--- src/rtl/apple_if.sv ---
// Signal bundle between the apple manager, the random position generator,
// the VGA draw logic and the game control logic.
interface apple_if #(
  parameter int SCORE_W = 8
);
  logic               tick;
  logic [9:0]         head_X;
  logic [8:0]         head_Y;
  logic [9:0]         rand_X;
  logic [8:0]         rand_Y;
  logic               update;
  logic [9:0]         apple_X;
  logic [8:0]         apple_Y;
  logic               apple_valid;
  logic               eaten;
  logic [SCORE_W-1:0] score;

  modport master (
    input  tick, head_X, head_Y, rand_X, rand_Y,
    output update, apple_X, apple_Y, apple_valid, eaten, score
  );

  modport slave (
    output tick, head_X, head_Y, rand_X, rand_Y,
    input  update, apple_X, apple_Y, apple_valid, eaten, score
  );
endinterface

--- src/rtl/apple_manager.sv ---
// Holds the live apple, detects the snake head eating it, requests a fresh
// random position from the generator (retrying on head overlap) and keeps score.
module apple_manager #(
  parameter int APPLE_SIZE = 10,
  parameter int INIT_X     = 70,
  parameter int INIT_Y     = 90,
  parameter int SCORE_W    = 8,
  parameter int MAX_RETRY  = 3
) (
  input logic    VGA_clk,
  input logic    reset,
  apple_if.master bus
);

  localparam logic [2:0] ACTIVE  = 3'd0;
  localparam logic [2:0] UPD_HI1 = 3'd1;
  localparam logic [2:0] UPD_HI2 = 3'd2;
  localparam logic [2:0] SETTLE  = 3'd3;
  localparam logic [2:0] SAMPLE  = 3'd4;

  localparam int RW = (MAX_RETRY < 1) ? 1 : $clog2(MAX_RETRY + 1);
  localparam logic [RW-1:0]      RETRY_LIMIT = RW'(MAX_RETRY);
  localparam logic [10:0]        SPAN_X      = 11'(APPLE_SIZE - 1);
  localparam logic [9:0]         SPAN_Y      = 10'(APPLE_SIZE - 1);
  localparam logic [SCORE_W-1:0] SCORE_MAX   = '1;

  logic [2:0]    state;
  logic [RW-1:0] retry_cnt;

  // Bounds are widened one bit so an apple near the screen edge never wraps.
  function automatic logic overlap(input logic [9:0] ax, input logic [8:0] ay,
                                   input logic [9:0] hx, input logic [8:0] hy);
    logic [10:0] x_end;
    logic [9:0]  y_end;
    x_end = {1'b0, ax} + SPAN_X;
    y_end = {1'b0, ay} + SPAN_Y;
    return (hx >= ax) && ({1'b0, hx} <= x_end) &&
           (hy >= ay) && ({1'b0, hy} <= y_end);
  endfunction

  // NOTE: state is written only with non-blocking assignments so every read
  // in this block sees the value from before the clock edge.
  always_ff @(posedge VGA_clk or posedge reset) begin
    if (reset) begin
      state           <= ACTIVE;
      retry_cnt       <= '0;
      bus.apple_X     <= 10'(INIT_X);
      bus.apple_Y     <= 9'(INIT_Y);
      bus.apple_valid <= 1'b1;
      bus.update      <= 1'b0;
      bus.eaten       <= 1'b0;
      bus.score       <= '0;
    end else begin
      // NOTE: default-low here makes eaten a single-cycle pulse.
      bus.eaten <= 1'b0;
      case (state)
        ACTIVE: begin
          if (bus.tick && overlap(bus.apple_X, bus.apple_Y, bus.head_X, bus.head_Y)) begin
            state           <= UPD_HI1;
            bus.eaten       <= 1'b1;
            bus.apple_valid <= 1'b0;
            bus.update      <= 1'b1;
            retry_cnt       <= '0;
            if (bus.score != SCORE_MAX) bus.score <= bus.score + 1'b1;
          end
        end
        UPD_HI1: state <= UPD_HI2;
        UPD_HI2: begin
          bus.update <= 1'b0;
          state      <= SETTLE;
        end
        SETTLE: state <= SAMPLE;
        SAMPLE: begin
          // The generator output is the candidate; a retry leaves eaten/score alone.
          if (overlap(bus.rand_X, bus.rand_Y, bus.head_X, bus.head_Y) &&
              (retry_cnt < RETRY_LIMIT)) begin
            retry_cnt  <= retry_cnt + 1'b1;
            bus.update <= 1'b1;
            state      <= UPD_HI1;
          end else begin
            bus.apple_X     <= bus.rand_X;
            bus.apple_Y     <= bus.rand_Y;
            bus.apple_valid <= 1'b1;
            state           <= ACTIVE;
          end
        end
        default: state <= ACTIVE;
      endcase
    end
  end

endmodule

--- src/flat_wrapper.sv ---
// flat-port wrapper written by rule: the top's interface ports become plain ports
module apple_manager_flat 
#(
  parameter int APPLE_SIZE = 10,
  parameter int INIT_X     = 70,
  parameter int INIT_Y     = 90,
  parameter int SCORE_W    = 8,
  parameter int MAX_RETRY  = 3
)
  (VGA_clk, reset, bus_tick, bus_head_X, bus_head_Y, bus_rand_X, bus_rand_Y, bus_update, bus_apple_X, bus_apple_Y, bus_apple_valid, bus_eaten, bus_score);
  apple_if #(.SCORE_W(SCORE_W)) bus_i ();
  input logic VGA_clk;
  input logic reset;
  input wire logic [$bits(bus_i.tick)-1:0] bus_tick;
  input wire logic [$bits(bus_i.head_X)-1:0] bus_head_X;
  input wire logic [$bits(bus_i.head_Y)-1:0] bus_head_Y;
  input wire logic [$bits(bus_i.rand_X)-1:0] bus_rand_X;
  input wire logic [$bits(bus_i.rand_Y)-1:0] bus_rand_Y;
  output wire logic [$bits(bus_i.update)-1:0] bus_update;
  output wire logic [$bits(bus_i.apple_X)-1:0] bus_apple_X;
  output wire logic [$bits(bus_i.apple_Y)-1:0] bus_apple_Y;
  output wire logic [$bits(bus_i.apple_valid)-1:0] bus_apple_valid;
  output wire logic [$bits(bus_i.eaten)-1:0] bus_eaten;
  output wire logic [$bits(bus_i.score)-1:0] bus_score;
  assign bus_i.tick = bus_tick;
  assign bus_i.head_X = bus_head_X;
  assign bus_i.head_Y = bus_head_Y;
  assign bus_i.rand_X = bus_rand_X;
  assign bus_i.rand_Y = bus_rand_Y;
  assign bus_update = bus_i.update;
  assign bus_apple_X = bus_i.apple_X;
  assign bus_apple_Y = bus_i.apple_Y;
  assign bus_apple_valid = bus_i.apple_valid;
  assign bus_eaten = bus_i.eaten;
  assign bus_score = bus_i.score;
  apple_manager #(.APPLE_SIZE(APPLE_SIZE), .INIT_X(INIT_X), .INIT_Y(INIT_Y), .SCORE_W(SCORE_W), .MAX_RETRY(MAX_RETRY)) u_core (.VGA_clk(VGA_clk), .reset(reset), .bus(bus_i));
endmodule
--- config.mk ---
export PLATFORM = sky130hd
export DESIGN_NAME = apple_manager_flat
export DESIGN_NICKNAME = d
export VERILOG_FILES = /design/src/rtl/apple_if.sv /design/src/rtl/apple_manager.sv /design/src/flat_wrapper.sv
export SDC_FILE = /design/constraint.sdc
export NUM_CORES = 1
export LEC_CHECK = 0
export CORE_UTILIZATION = 58
export CTS_CLUSTER_SIZE = 28
export DETAILED_ROUTE_END_ITERATION = 10
export HOLD_SLACK_MARGIN = 0.12
export PLACE_DENSITY = 0.88
export SLEW_MARGIN = 0
export SYNTH_ARGS = -nofsm -noshare
export SYNTH_HDL_FRONTEND = slang
export SYNTH_SLANG_ARGS = --single-unit
--- constraint.sdc ---
create_clock -name VGA_clk -period 5.3 [get_ports VGA_clk]
set_clock_uncertainty 0.1 [all_clocks]
set_input_delay 0.53 -clock VGA_clk [delete_from_list [all_inputs] [get_ports VGA_clk]]
set_output_delay 0.53 -clock VGA_clk [all_outputs]
set_load 0.01 [all_outputs]
; Word level (Yosys, flattened, before mapping)
; Index checks and enable logic that the tools add are counted.
[word_totals]
inputBits = 41
output_inout_bits = 30
reg_bits = 35
elab_cells = 62
[op_classes]
magnitude_cmp = 9
n_eq_ne = 8
bitwise_logic = 1
addsub = 6
mux = 14
reduce_logical = 16
[ops]
columns = op, count
row1 = $add A10 B4 Y11 const B, 2
row2 = $le A10 B11 Y1, 2
row3 = $add A9 B4 Y10 const B, 2
row4 = $ge A10 B10 Y1, 2
row5 = $le A9 B10 Y1, 2
row6 = $ge A9 B9 Y1, 2
row7 = $pmux W3 S5, 1
row8 = $reduce_and A3 Y1, 4
row9 = $add A8 B1 Y8 const B, 1
row10 = $logic_and A1 B1 Y1, 8
row11 = $ne A8 B8 Y1 const B, 1
row12 = $mux W1, 7
row13 = $eq A3 B2 Y1 const B, 2
row14 = $mux W2, 2
row15 = $ne A2 B1 Y1 const B, 2
row16 = $pmux W2 S2, 1
row17 = $eq A3 B1 Y1 const B, 1
row18 = $eq A3 B3 Y1 const B, 1
row19 = $logic_not A3 Y1, 1
row20 = $mux W3, 1
row21 = $pmux W1 S3, 1
row22 = $reduce_bool A3 Y1, 1
row23 = $add A2 B1 Y2 const B, 1
row24 = $lt A2 B2 Y1 const B, 1
row25 = other kinds (5), 5

; Logic depth before layout (Yosys ltp)
[depth]
ltp_word = 8
depth_mapped = 14
ltp_nobuf = 13

; Worst setup path before layout
; Ideal clock, no wire load.
[synth_timing]
path_type = register to register
startpoint = register u_core.bus.apple_X[1]
endpoint = register u_core.bus.score[3]
setup_ns = 0.079
period_less_slack_ns = 3.165
required_ns = 5.121
path_stages_with_launch = 13
slack_ns = 2.135
path_buffers = 1
t_arrival_ns = 2.986
path_cell_list = dfstp_2 > ha_1 > a21oi_1 > nor4_1 > xnor2_1 > ha_1 > a21o_1 > a2111oi_0 > a211o_1 > nand3_1 > buf_2 > nor4b_2 > xor2_1
[synth_between]
elab_chain_len = 7
word_cells_on_any_way = 8
cone_classes = add/sub (1) / order compare (2) / reduce/logical (5)
[synth_rtl]
columns = item, line
row1 = from (decl), apple_if.sv:20  ; output update, apple_X, apple_Y, apple_valid, eaten, score
row2 = from (signal assigned), apple_manager.sv:47  ; bus.apple_X <= 10'(INIT_X);
row3 = from (signal assigned), apple_manager.sv:81  ; bus.apple_X <= bus.rand_X;
row4 = $add A10 B4 Y11, apple_manager.sv:35  ; x_end = {1'b0, ax} + SPAN_X;
row5 = $le A10 B11 Y1, apple_manager.sv:37  ; return (hx >= ax) && ({1'b0, hx} <= x_end) &&
row6 = $logic_and A1 B1 Y1 * (2 in series), apple_manager.sv:37
row7 = $logic_and A1 B1 Y1 *, apple_manager.sv:38  ; (hy >= ay) && ({1'b0, hy} <= y_end);
row8 = $logic_and A1 B1 Y1 *, apple_manager.sv:58  ; if (bus.tick && overlap(bus.apple_X, bus.apple_Y, bus.head_X, bus.head_Y)) begin
row9 = $reduce_and A3 Y1 (no line) *, n/a
row10 = to (signal assigned), apple_manager.sv:64  ; if (bus.score != SCORE_MAX) bus.score <= bus.score + 1'b1;
row11 = to (decl), apple_if.sv:20
; Every way passes the cells marked *; elsewhere a longest branch is shown, timed or not.
; A chain may end at the register's enable or synchronous reset.

; Worst setup path after layout
[layout_timing]
startpoint = input port bus_rand_X[0]
endpoint = register u_core.bus.apple_X[0]
[layout_between]
elab_chain_len = 8
word_cells_on_any_way = 9
cone_classes = add/sub (1) / order compare (2) / bitwise (1) / reduce/logical (5)
[layout_rtl]
columns = item, line
row1 = from (decl), flat_wrapper.sv:17  ; input wire logic [$bits(bus_i.rand_X)-1:0] bus_rand_X;
row2 = $add A10 B4 Y11, apple_manager.sv:35
row3 = $le A10 B11 Y1, apple_manager.sv:37
row4 = $logic_and A1 B1 Y1 (2 in series), apple_manager.sv:37
row5 = $logic_and A1 B1 Y1, apple_manager.sv:38
row6 = $logic_and A1 B1 Y1, apple_manager.sv:75  ; if (overlap(bus.rand_X, bus.rand_Y, bus.head_X, bus.head_Y) &&
row7 = $not A1 Y1 (no line), n/a
row8 = $reduce_and A2 Y1 (no line), n/a
; Several ways; a longest one is shown, not always the timed one.

==> flow_summary.ini <==
[worst_hold_path]
hold_path.class = reg2reg
hold-path-cell-count = 1

[logic_synthesis]
ys_seq_area_share_pct = 23.6
synth_area_per_cell_um2 = 9.16
synth_seq_cells = 35
syn_inst = 409
synth_cell_types = 51
synth_flop_cell = dfrtp_1
syn-num-nets = 532
synth-edff-count = 0
yosys_warnings = 0
netlist_area_um2 = 3750
synthArstFlopShare_pct = 100

[worst_setup_path]
worstPathArrival_ns = 4.05
cp-endpoint = u_core.bus.apple_X[0]$_DFFE_PP0P_
reg2reg_to = u_core.bus.score[1]$_DFFE_PP0P_
crit_path_max_incr_delay_ns = 0.68
crit_type = in2reg
cp_max_fo = 20
start_kind = input pin
cp_slowest_cell = nor2b_4
worstSetupStartpoint = bus_rand_X[0]
crit_required_ns = 5.41
worstRegToRegCells = 11
cpMostUsedCell = nor3_1
worstPathCellList = clkdlybuf4s50_1 > inv_1 > nor3_1 > o21ai_0 > nor4_1 > xnor2_1 > ha_1 > nand3_1 > nor3_1 > a21oi_1 > o211ai_1 > or4b_4 > nor2b_4 > mux2i_1
timing.rr.start = u_core.bus.apple_X[1]$_DFFE_PP1P_
r2r_setup_slack_ns = 1.51
end_kind = flip-flop

[cts]
clock_latency_ns = 0.29
cts_tree = yes
clkSinkCount = 35
clk_path_buf_depth = 2
post-cts-setup-buffers = 0
h-tree-depth = 2
clock-root-buffer = clkbuf_8
numCtsBuffers = 5
cts_hold_repair.buffers = 0
clk_pin_slew_worst_paths_ns = 0.08
postCtsResizedCells = 0

[floorplanning]
pin_count = 71
die_w_um = 82.4
core_um2 = 6060
fp.dieH_um = 82.4
initial_core_util_pct = 61.8
dieArea_um2 = 6780
row_count = 28

[place]
globalplace.congestion = 0.933
port_buffers = 70
hpwlAfterDp_um = 7240
pre_cts_slack_ns = 1.10
post-place-cells = 551

[sta]
slew_viol_final = 0
rsz0062_at_grt = no
setup_tns_ns = 0
fmax_mhz = 254
final.min_clock_period_ns = 3.94
finalSetupViolCount = 0
hold_violations = 0
post-route-period-util_pct = 74.4
slew_headroom_pct = 46.1
post-route-worst-setup-slack_ns = 1.36
worst_slew_pin_slew_ns = 0.807

[final_layout]
final_cell_mix = ha_1 (82), clkdlybuf4s50_1 (70), inv_1 (50)
finalNonFillerCells = 559
fillers = 454
n_antenna_cell = 0
final_common_cell = ha_1
area_growth_pct = 22.8
final_nets = 606
drive_gt1_share_pct = 4.96

[drt]
routed_wl_um = 8880
drt_iter0_drc = 135
vias = 3350
dr_wl_met3_um = 427
met2_length_um = 4310
final_antenna_net_count = 0
wire_per_inst_um = 15.9
firstDrtPassIters = 4
top_layer = met4
viasPerCell = 5.99
wl_met1_um = 3950
drc = 0

[run]
drv_cap = 0

[global_routing]
grt_pass1_wl_um = 14700
grt_pass1_vias = 3332
antenna_found_initial = 0
gr-total-overflow = 0
track_usage_pct = 28.4
grt_max_degree = 36

[power]
power_density_nw_per_um2 = 425
irDropWorstVdd_v = 0.000302
power_switching_mw = 0.856
p_int_mw = 1.10
p_sw_share_pct = 43.8
sequentialPowerShare_pct = 26.2
p_total_mw = 1.96
power.leakage_nw = 2.15
clkPwrFrac_pct = 9.9
power_frac_comb_pct = 63.9

[run_status]
status = completed
cell families (layout without fill, tap and decap cells):
family	after synthesis	in the layout	share of synthesized area, %
simple gates	96	96	14.1
compound gates	84	84	14.8
fa+ha+maj	82	82	27.4
buf+inv	54	129	5.84
xor+xnor	37	37	8.65
flops	35	35	23.6
mux	21	21	5.64
per-stage QoR:
step                utilization (%)  hold WS [ns]  cell area, um^2
floorplan                         -         0.355             3750
global placement               74.5         0.369             4520
detailed placement             74.5         0.388             4520
CTS                            75.9         0.397             4600
global route                   75.9         0.419             4600
finish                         75.9         0.391             4600
final cells by class:
class,instances,area [um^2],share of cell area (%)
Multi-Input combinational cell,320,2640,57.4
Sequential cell,35,886,19.2
Timing Repair Buffer,71,708,15.4
Inverter,50,188,4.08
Tap cell,75,93.8,2.04
Clock buffer,6,72.6,1.58
Clock inverter,2,12.5,0.272
routing by layer:
metal	GRT usage (%)	vias up
met5	0	-
met2	50.3	101
li1	-	1639
met1	35.2	1591
met3	3.74	19
met4	10.0	0
cell usage after synthesis (2+ instances only):
master,number,area [um^2]
a21o_1,5,37.5
or3_1,2,12.5
nor3_1,12,60.1
buf_6,2,22.5
and3_1,5,31.3
nand3b_1,2,15.0
o32ai_1,2,17.5
a21oi_1,25,125
a21boi_0,3,22.5
nor2b_1,2,12.5
nor4_1,4,25.0
a31oi_1,4,25.0
dfrtp_1,27,676
a2111oi_0,3,26.3
xnor2_1,31,272
nand3_1,13,65.1
mux2i_1,20,200
dfstp_2,8,210
o21ai_0,15,75.1
nand2_1,20,75.1
nor3b_1,2,15.0
o211ai_1,2,15.0
o21a_1,6,45.0
o31ai_1,2,15.0
inv_1,50,188
a211oi_1,4,30.0
nand2b_1,3,18.8
a211o_1,2,17.5
nand4_1,8,50.1
o21bai_1,2,15.0
nor4b_2,2,30.0
nor2_1,16,60.1
xor2_1,6,52.6
ha_1,82,1030
state kept, by name, summed over array words and instances, names as in the netlist:
signal,cells
u_core.bus.apple_X,10
u_core.bus.eaten,1
u_core.state,3
u_core.retry_cnt,2
u_core.bus.score,8
u_core.bus.update,1
u_core.bus.apple_Y,9
u_core.bus.apple_valid,1
worst min path at each step:
| stage | from | endpoint | slack (ns) |
|---|---|---|---|
| 2_1_floorplan | u_core.retry_cnt[0]$_DFFE_PP0P_ | u_core.retry_cnt[0]$_DFFE_PP0P_ | 0.35 |
| 5_1_grt | u_core.bus.apple_valid$_DFFE_PP1P_ | u_core.bus.apple_valid$_DFFE_PP1P_ | 0.42 |
| 6_report | u_core.bus.score[4]$_DFFE_PP0P_ | u_core.bus.score[4]$_DFFE_PP0P_ | 0.39 |
| 3_5_place_dp | u_core.bus.score[4]$_DFFE_PP0P_ | u_core.bus.score[4]$_DFFE_PP0P_ | 0.39 |
| 4_1_cts | u_core.bus.score[4]$_DFFE_PP0P_ | u_core.bus.score[4]$_DFFE_PP0P_ | 0.40 |
| 3_3_place_gp | u_core.retry_cnt[0]$_DFFE_PP0P_ | u_core.retry_cnt[0]$_DFFE_PP0P_ | 0.37 |
critical path, delay by kind of cell:
kind,cells,cell delay (ns)
buffers and inverters,2,0.61
AO/OA/AOI/OAI,3,0.49
AND/OR/NAND/NOR,6,1.72
XOR/XNOR,1,0.17
adder cells (fa/ha/maj),1,0.26
multiplexers,1,0.28
power by group through the flow:
| stage | Sequential [mW] | Clock [mW] | Combinational (mW) |
|---|---|---|---|
| 3_5_place_dp | 0.514 | 0 | 1.24 |
| 3_3_place_gp | 0.510 | 0 | 1.19 |
| 5_1_grt | 0.527 | 0.210 | 1.40 |
| 2_1_floorplan | 0.529 | 0 | 0.788 |
| 6_report | 0.513 | 0.193 | 1.25 |
| 4_1_cts | 0.510 | 0.195 | 1.25 |
Note: power is estimated with default switching activity, not from simulation.
